--- config.mk ---
export PLATFORM = sky130hd
export DESIGN_NAME = ptb_capture_ctrl
export DESIGN_NICKNAME = d
export VERILOG_FILES = /design/src/rtl/ptb_pkg.sv /design/src/rtl/ptb_capture_ctrl_sat_counter.sv /design/src/rtl/ptb_capture_ctrl.sv
export SDC_FILE = /design/constraint.sdc
export NUM_CORES = 1
export LEC_CHECK = 0
export CAP_MARGIN = 20
export CORE_MARGIN = 2
export CORE_UTILIZATION = 48
export DETAILED_ROUTE_END_ITERATION = 12
export GPL_ROUTABILITY_DRIVEN = 1
export HOLD_SLACK_MARGIN = 0.02
export PLACE_DENSITY_LB_ADDON = 0.1
export SLEW_MARGIN = 0
export SYNTH_ARGS = -nofsm -noshare
export SYNTH_HDL_FRONTEND = slang
export SYNTH_HIERARCHICAL = 1
export SYNTH_SLANG_ARGS = --single-unit
export TNS_END_PERCENT = 50
--- constraint.sdc ---
create_clock -name clk -period 4.9 [get_ports clk]
set_input_delay 0.735 -clock clk [delete_from_list [all_inputs] [get_ports clk]]
set_output_delay 0.735 -clock clk [all_outputs]
set_load 0.02 [all_outputs]
--- src/rtl/ptb_pkg.sv ---
// ============================================================================
//  ptb_pkg
//  Shared types and constants for the pretrigger-buffer capture controller.
//  Revision: 1.0
// ============================================================================
`default_nettype none

package ptb_pkg;

    typedef enum logic [1:0] {
        ST_IDLE    = 2'd0,
        ST_ARMED   = 2'd1,
        ST_CAPTURE = 2'd2,
        ST_HOLDOFF = 2'd3
    } ptb_state_t;

    // The pretrigger buffer never delivers fewer than this many pre-samples.
    localparam int PTB_MIN_PRE = 3;

    localparam int PTB_DATA_WIDTH      = 28;
    localparam int PTB_PRE_CONF_WIDTH  = 6;
    localparam int PTB_POST_CONF_WIDTH = 8;
    localparam int PTB_HOLDOFF_WIDTH   = 8;
    localparam int PTB_LOST_CNT_WIDTH  = 16;
    localparam int PTB_LTC_WIDTH       = 48;

    // Optional header word: ltc[PTB_HDR_LTC_LSB +: data width].
    localparam int PTB_HDR_LTC_LSB = 0;

endpackage

`default_nettype wire

--- src/rtl/ptb_capture_ctrl_sat_counter.sv ---
// ============================================================================
//  sat_counter
//  Up-counter that sticks at all-ones; cleared only by reset.
//  Revision: 1.0
// ============================================================================
`default_nettype none

module sat_counter #(
    parameter int WIDTH = 16
) (
    input  logic             clk,
    input  logic             rst,
    input  logic             inc,
    output logic [WIDTH-1:0] count
);

    always_ff @(posedge clk) begin
        if (rst) begin
            count <= '0;
        end else if (inc && (count != {WIDTH{1'b1}})) begin
            count <= count + WIDTH'(1);
        end
    end

endmodule

`default_nettype wire

--- src/rtl/ptb_capture_ctrl.sv ---
// ============================================================================
//  ptb_capture_ctrl
//  Trigger-driven record sequencer feeding the event FIFO from the pretrigger
//  buffer. Optional header word enabled by macro PTB_CAPTURE_HEADER_EN.
//  Revision: 1.0
// ============================================================================
`default_nettype none

module ptb_capture_ctrl
    import ptb_pkg::*;
#(
    parameter int P_DATA_WIDTH      = PTB_DATA_WIDTH,
    parameter int P_PRE_CONF_WIDTH  = PTB_PRE_CONF_WIDTH,
    parameter int P_POST_CONF_WIDTH = PTB_POST_CONF_WIDTH,
    parameter int P_HOLDOFF_WIDTH   = PTB_HOLDOFF_WIDTH,
    parameter int P_LOST_CNT_WIDTH  = PTB_LOST_CNT_WIDTH
) (
    input  logic                         clk,
    input  logic                         rst,
    input  logic                         ptb_rdy,
    input  logic [P_DATA_WIDTH-1:0]      ptb_data,
    input  logic                         trig,
    input  logic                         arm,
    input  logic                         fifo_afull,
    input  logic [P_PRE_CONF_WIDTH-1:0]  pre_conf,
    input  logic [P_POST_CONF_WIDTH-1:0] post_conf,
    input  logic [P_HOLDOFF_WIDTH-1:0]   holdoff_conf,
    input  logic [PTB_LTC_WIDTH-1:0]     ltc,
    output logic                         out_valid,
    output logic [P_DATA_WIDTH-1:0]      out_data,
    output logic                         out_last,
    output logic                         busy,
    output logic [P_LOST_CNT_WIDTH-1:0]  lost_trig
);

    localparam int LW = P_PRE_CONF_WIDTH + P_POST_CONF_WIDTH + 1;

    ptb_state_t                 r_state;
    logic [LW-1:0]              r_remain;
    logic [P_HOLDOFF_WIDTH-1:0] r_hold;

    logic [P_PRE_CONF_WIDTH-1:0] w_pre_eff;
    logic [LW-1:0]               w_rec_words;
    logic [P_DATA_WIDTH-1:0]     w_first_word;
    logic [P_DATA_WIDTH-1:0]     w_sample;
    logic                        w_accept;
    logic                        w_lost_inc;
    logic                        w_unused_ltc;

`ifdef PTB_CAPTURE_HEADER_EN
    localparam logic [LW-1:0] c_hdr_words = LW'(1);

    // One extra delay stage keeps samples aligned behind the header word.
    logic [P_DATA_WIDTH-1:0] r_ptb_d;

    always_ff @(posedge clk) begin
        if (rst) begin
            r_ptb_d <= '0;
        end else begin
            r_ptb_d <= ptb_data;
        end
    end

    assign w_first_word = ltc[PTB_HDR_LTC_LSB +: P_DATA_WIDTH];
    assign w_sample     = r_ptb_d;
`else
    localparam logic [LW-1:0] c_hdr_words = LW'(0);

    assign w_first_word = ptb_data;
    assign w_sample     = ptb_data;
`endif

    assign w_unused_ltc = ^ltc;

    assign w_pre_eff   = (pre_conf < P_PRE_CONF_WIDTH'(PTB_MIN_PRE))
                       ? P_PRE_CONF_WIDTH'(PTB_MIN_PRE) : pre_conf;
    assign w_rec_words = LW'(w_pre_eff) + LW'(post_conf) + c_hdr_words;

    assign w_accept   = (r_state == ST_ARMED) && arm && trig && !fifo_afull;
    assign w_lost_inc = trig && (r_state != ST_IDLE) && !w_accept;

    always_ff @(posedge clk) begin
        if (rst) begin
            r_state   <= ST_IDLE;
            r_remain  <= '0;
            r_hold    <= '0;
            out_valid <= 1'b0;
            out_data  <= '0;
            out_last  <= 1'b0;
            busy      <= 1'b0;
        end else begin
            out_valid <= 1'b0;
            out_data  <= '0;
            out_last  <= 1'b0;
            case (r_state)
                ST_IDLE: begin
                    if (arm && ptb_rdy) begin
                        r_state <= ST_ARMED;
                    end
                end
                ST_ARMED: begin
                    if (!arm) begin
                        r_state <= ST_IDLE;
                    end else if (w_accept) begin
                        r_state   <= ST_CAPTURE;
                        out_valid <= 1'b1;
                        out_data  <= w_first_word;
                        out_last  <= (w_rec_words == LW'(1));
                        r_remain  <= w_rec_words - LW'(1);
                        busy      <= 1'b1;
                    end
                end
                ST_CAPTURE: begin
                    // r_remain counts words still owed after the one on the output.
                    if (r_remain != '0) begin
                        out_valid <= 1'b1;
                        out_data  <= w_sample;
                        out_last  <= (r_remain == LW'(1));
                        r_remain  <= r_remain - LW'(1);
                    end else begin
                        r_state <= ST_HOLDOFF;
                        r_hold  <= holdoff_conf;
                    end
                end
                ST_HOLDOFF: begin
                    if (r_hold <= P_HOLDOFF_WIDTH'(1)) begin
                        busy    <= 1'b0;
                        r_state <= (arm && ptb_rdy) ? ST_ARMED : ST_IDLE;
                    end else begin
                        r_hold <= r_hold - P_HOLDOFF_WIDTH'(1);
                    end
                end
                default: begin
                    r_state <= ST_IDLE;
                end
            endcase
        end
    end

    sat_counter #(
        .WIDTH (P_LOST_CNT_WIDTH)
    ) u_lost_cnt (
        .clk   (clk),
        .rst   (rst),
        .inc   (w_lost_inc),
        .count (lost_trig)
    );

endmodule

`default_nettype wire
==> flow_summary.ini <==
[power_and_ir_drop]
vdd_drop_max_mv = 0.174
powerDensity_nw_per_um2 = 282
p_leak_nw = 1.88

[clocking]
cts_made_buffers = 9
post_cts_buffers = 0
clockRootBuffer = clkbuf_8
cts_buffer_depth = 2
cts.sinks = 72
cts_max_level = 3
cts-resized-gates = 0
cts_tree = yes
holdBufCountCts = 0
clk_latency_ns = 0.35
clk_pin_slew_worst_paths_ns = 0.09

[setup_path]
path_class = input pin to flip-flop
r2r_start = r_state[0]
crit_fanout = 5
critPathCapture = r_remain[13]
r2r_end = r_remain[8]
rrSetupSlack_ns = 2.09
crit_path_start = pre_conf[5]
cpPeakStageDelay_ns = 0.49
cp-end-kind = flip-flop
arrival_ns = 3.90
required_ns = 5.15
worst-path-stages = 11
worst-r2r-cell-count = 9
crit_chain = clkdlybuf4s50_1 -> nor4_1 -> or2_2 -> ha_1 -> fa_1 -> a211oi_2 -> o21ba_2 -> o221ai_1 -> nor3b_2 -> nand2_2 -> a311oi_1
crit_path_start_kind = input pin
cp_top_family = compound AO/OA/AOI/OAI gates
path_buf_inv = 1
worst_path_max_delay_cell = clkdlybuf4s50_1

[synthesis]
synthesis.nets = 614
syn_inst = 492
synth.most_common_cell = dfxtp_1
async_flop_share = 0
synth_seq_cells = 72
synth_edf_count = 0
yosysTopAreaCell = dfxtp_1
synth_commonest_cells = 72 x dfxtp_1, 38 x a21oi_1, 38 x nor2_1
synthFlopType = dfxtp_1
yosysSeqAreaShare = 0.353
yosys-top-cells-area = dfxtp_1 35%, ha_1 5.2%, a21oi_1 4.7%
syn_avg_cell_area_um2 = 8.30
yosysTopAreaCellShare = 0.353
ys_types = 74
syn_area_um2 = 4080
ys_warn_count = 6

[timing]
max_freq_mhz = 274
slew-limit-headroom = 0.442
slew_viol_final = 0
finalHoldViolations = 0
fin_crit_ns = 3.65
skew_ns = 0.0112
setup_viol = 0
rsz0062_at_grt = no
post-route-period-util = 0.744
worst_pin_slew_ns = 0.831
tns_ns = 0

[die]
die_h_um = 96.2
ios = 151
core_area_um2 = 8220
start_util = 0.497
die_w_um = 96.2
row_count = 33
die_area_um2 = 9260

[detailed_routing]
via_per_inst = 5.58
avgRoutedWirePerCell_um = 14.4
wirelength_um = 9980
antenna_left = 0
dr_total_vias = 3875
dr.pass1.iters = 4
drtIter0Drc = 134
drc = 0

[global_routing]
antenna_found_initial = 0
grt_pass1_vias = 3660
grtUsageTotal = 0.223
grt_max_degree = 47
grt_overflow = 0
grt_pass1_wl_um = 16400

[final_layout]
drive_gt1_frac = 0.0764
stdcell_area_um2 = 5340
diodes = 0
fin_nets = 706
area_delta_synth_final_pct = 30.9

[place]
io_buffers = 102
place_area_um2 = 5160
hpwl_um = 7290
gp_congestion = 0.805

[hold_path]
hold_path.startpoint = r_hold[7]
min_path_type = flip-flop to flip-flop

[job]
cap_violations = 0

[status]
status = completed
-- per-layer routing --
layer	global-route usage	vias to the layer above	share of wire	wire length, µm
met4	0.0464	0	0.0055	55
met2	0.378	79	0.50	4960
li1	-	1978	-	-
met1	0.278	1812	0.45	4440
met3	0.0681	6	0.052	519
met5	0	-	0	0
-- stage by stage --
stage               total power (W)   util  worst slack (ns)  hold slack (ns)  std cells
floorplan                  0.000946      -              1.78            0.449        492
global placement            0.00106  0.628              1.00            0.462        678
detailed placement          0.00107  0.628             0.971            0.467        678
CTS                         0.00151  0.650              1.32            0.480        694
global route                0.00160  0.650              1.04            0.532        694
finish                      0.00151  0.650              1.25            0.481        694
-- sequential cells by signal (all words and copies together) (netlist names), named ones only --
name / flops
out_last: 1
r_remain: 15
out_valid: 1
r_state: 1
r_hold: 8
busy: 1
out_data: 28
u_lost_cnt/count: 16
-- area by class of cell --
cell class	instances	area, µm²
well taps	105	131
inverters	20	75.1
flip-flops and latches	72	1440
multi-input cells	375	2460
clock inverters	7	61.3
repair buffers	106	1050
fillers	719	2870
clock buffers	9	124
-- kinds of logic (layout without fill, tap and decap cells) --
logic type | Yosys count | count (layout) | synth area share
AOI/OAI and AO/OA | 128 | 128 | 0.207
adders and majority gates | 18 | 18 | 0.0570
xor gates and xnor gates | 9 | 9 | 0.0193
muxes | 4 | 4 | 0.0101
and+or+nand+nor | 216 | 216 | 0.310
DFF | 72 | 72 | 0.353
buffers and inverters | 45 | 142 | 0.0441
-- power breakdown --
part           internal, W  switching, W
Sequential        0.000608     0.0000292
Clock             0.000193      0.000252
Combinational     0.000178      0.000246
Total             0.000979      0.000527
-- cells in the final DEF, fill, tap and decap left out, types with 4 or more instances in the layout --
cell type	netlist	routed
or4_1	8	8
a211oi_1	4	4
nand3_1	21	21
clkdlybuf4s50_1	0	102
nand4_1	4	4
a21oi_1	38	38
xor2_1	4	4
nor2b_1	9	9
nor4_1	7	7
and3_1	5	5
o21ai_0	26	26
o22ai_1	4	4
nand2b_1	5	5
clkbuf_8	0	9
or3_1	5	5
o211ai_1	6	6
a31oi_1	4	4
o31ai_1	7	7
dfxtp_1	72	72
xnor2_1	5	5
or2_2	4	4
nor2_1	38	38
buf_4	1	4
inv_1	20	20
nand2_1	36	36
nor3_1	17	17
ha_1	17	17
and2_1	30	30
-- worst reg2reg max path, cell delays in order, from the launching register on --
cell and delay (ns):
dfxtp_1 0.36, inv_1 0.11, ha_1 0.50, buf_4 0.33
nor2_1 0.06, a21oi_1 0.27, o21ai_1 0.36, o32ai_1 0.44
a31oi_1 0.09, a211oi_2 0.22
-- worst min path at each step --
stage,to,slack (ns),depth (start not counted)
2_1_floorplan,r_hold[4],0.45,2
3_3_place_gp,r_hold[7],0.46,2
3_5_place_dp,r_hold[7],0.47,2
4_1_cts,r_hold[7],0.48,2
5_1_grt,r_hold[7],0.53,2
6_report,r_hold[7],0.48,2
Note: power is estimated with default switching activity, not from simulation.
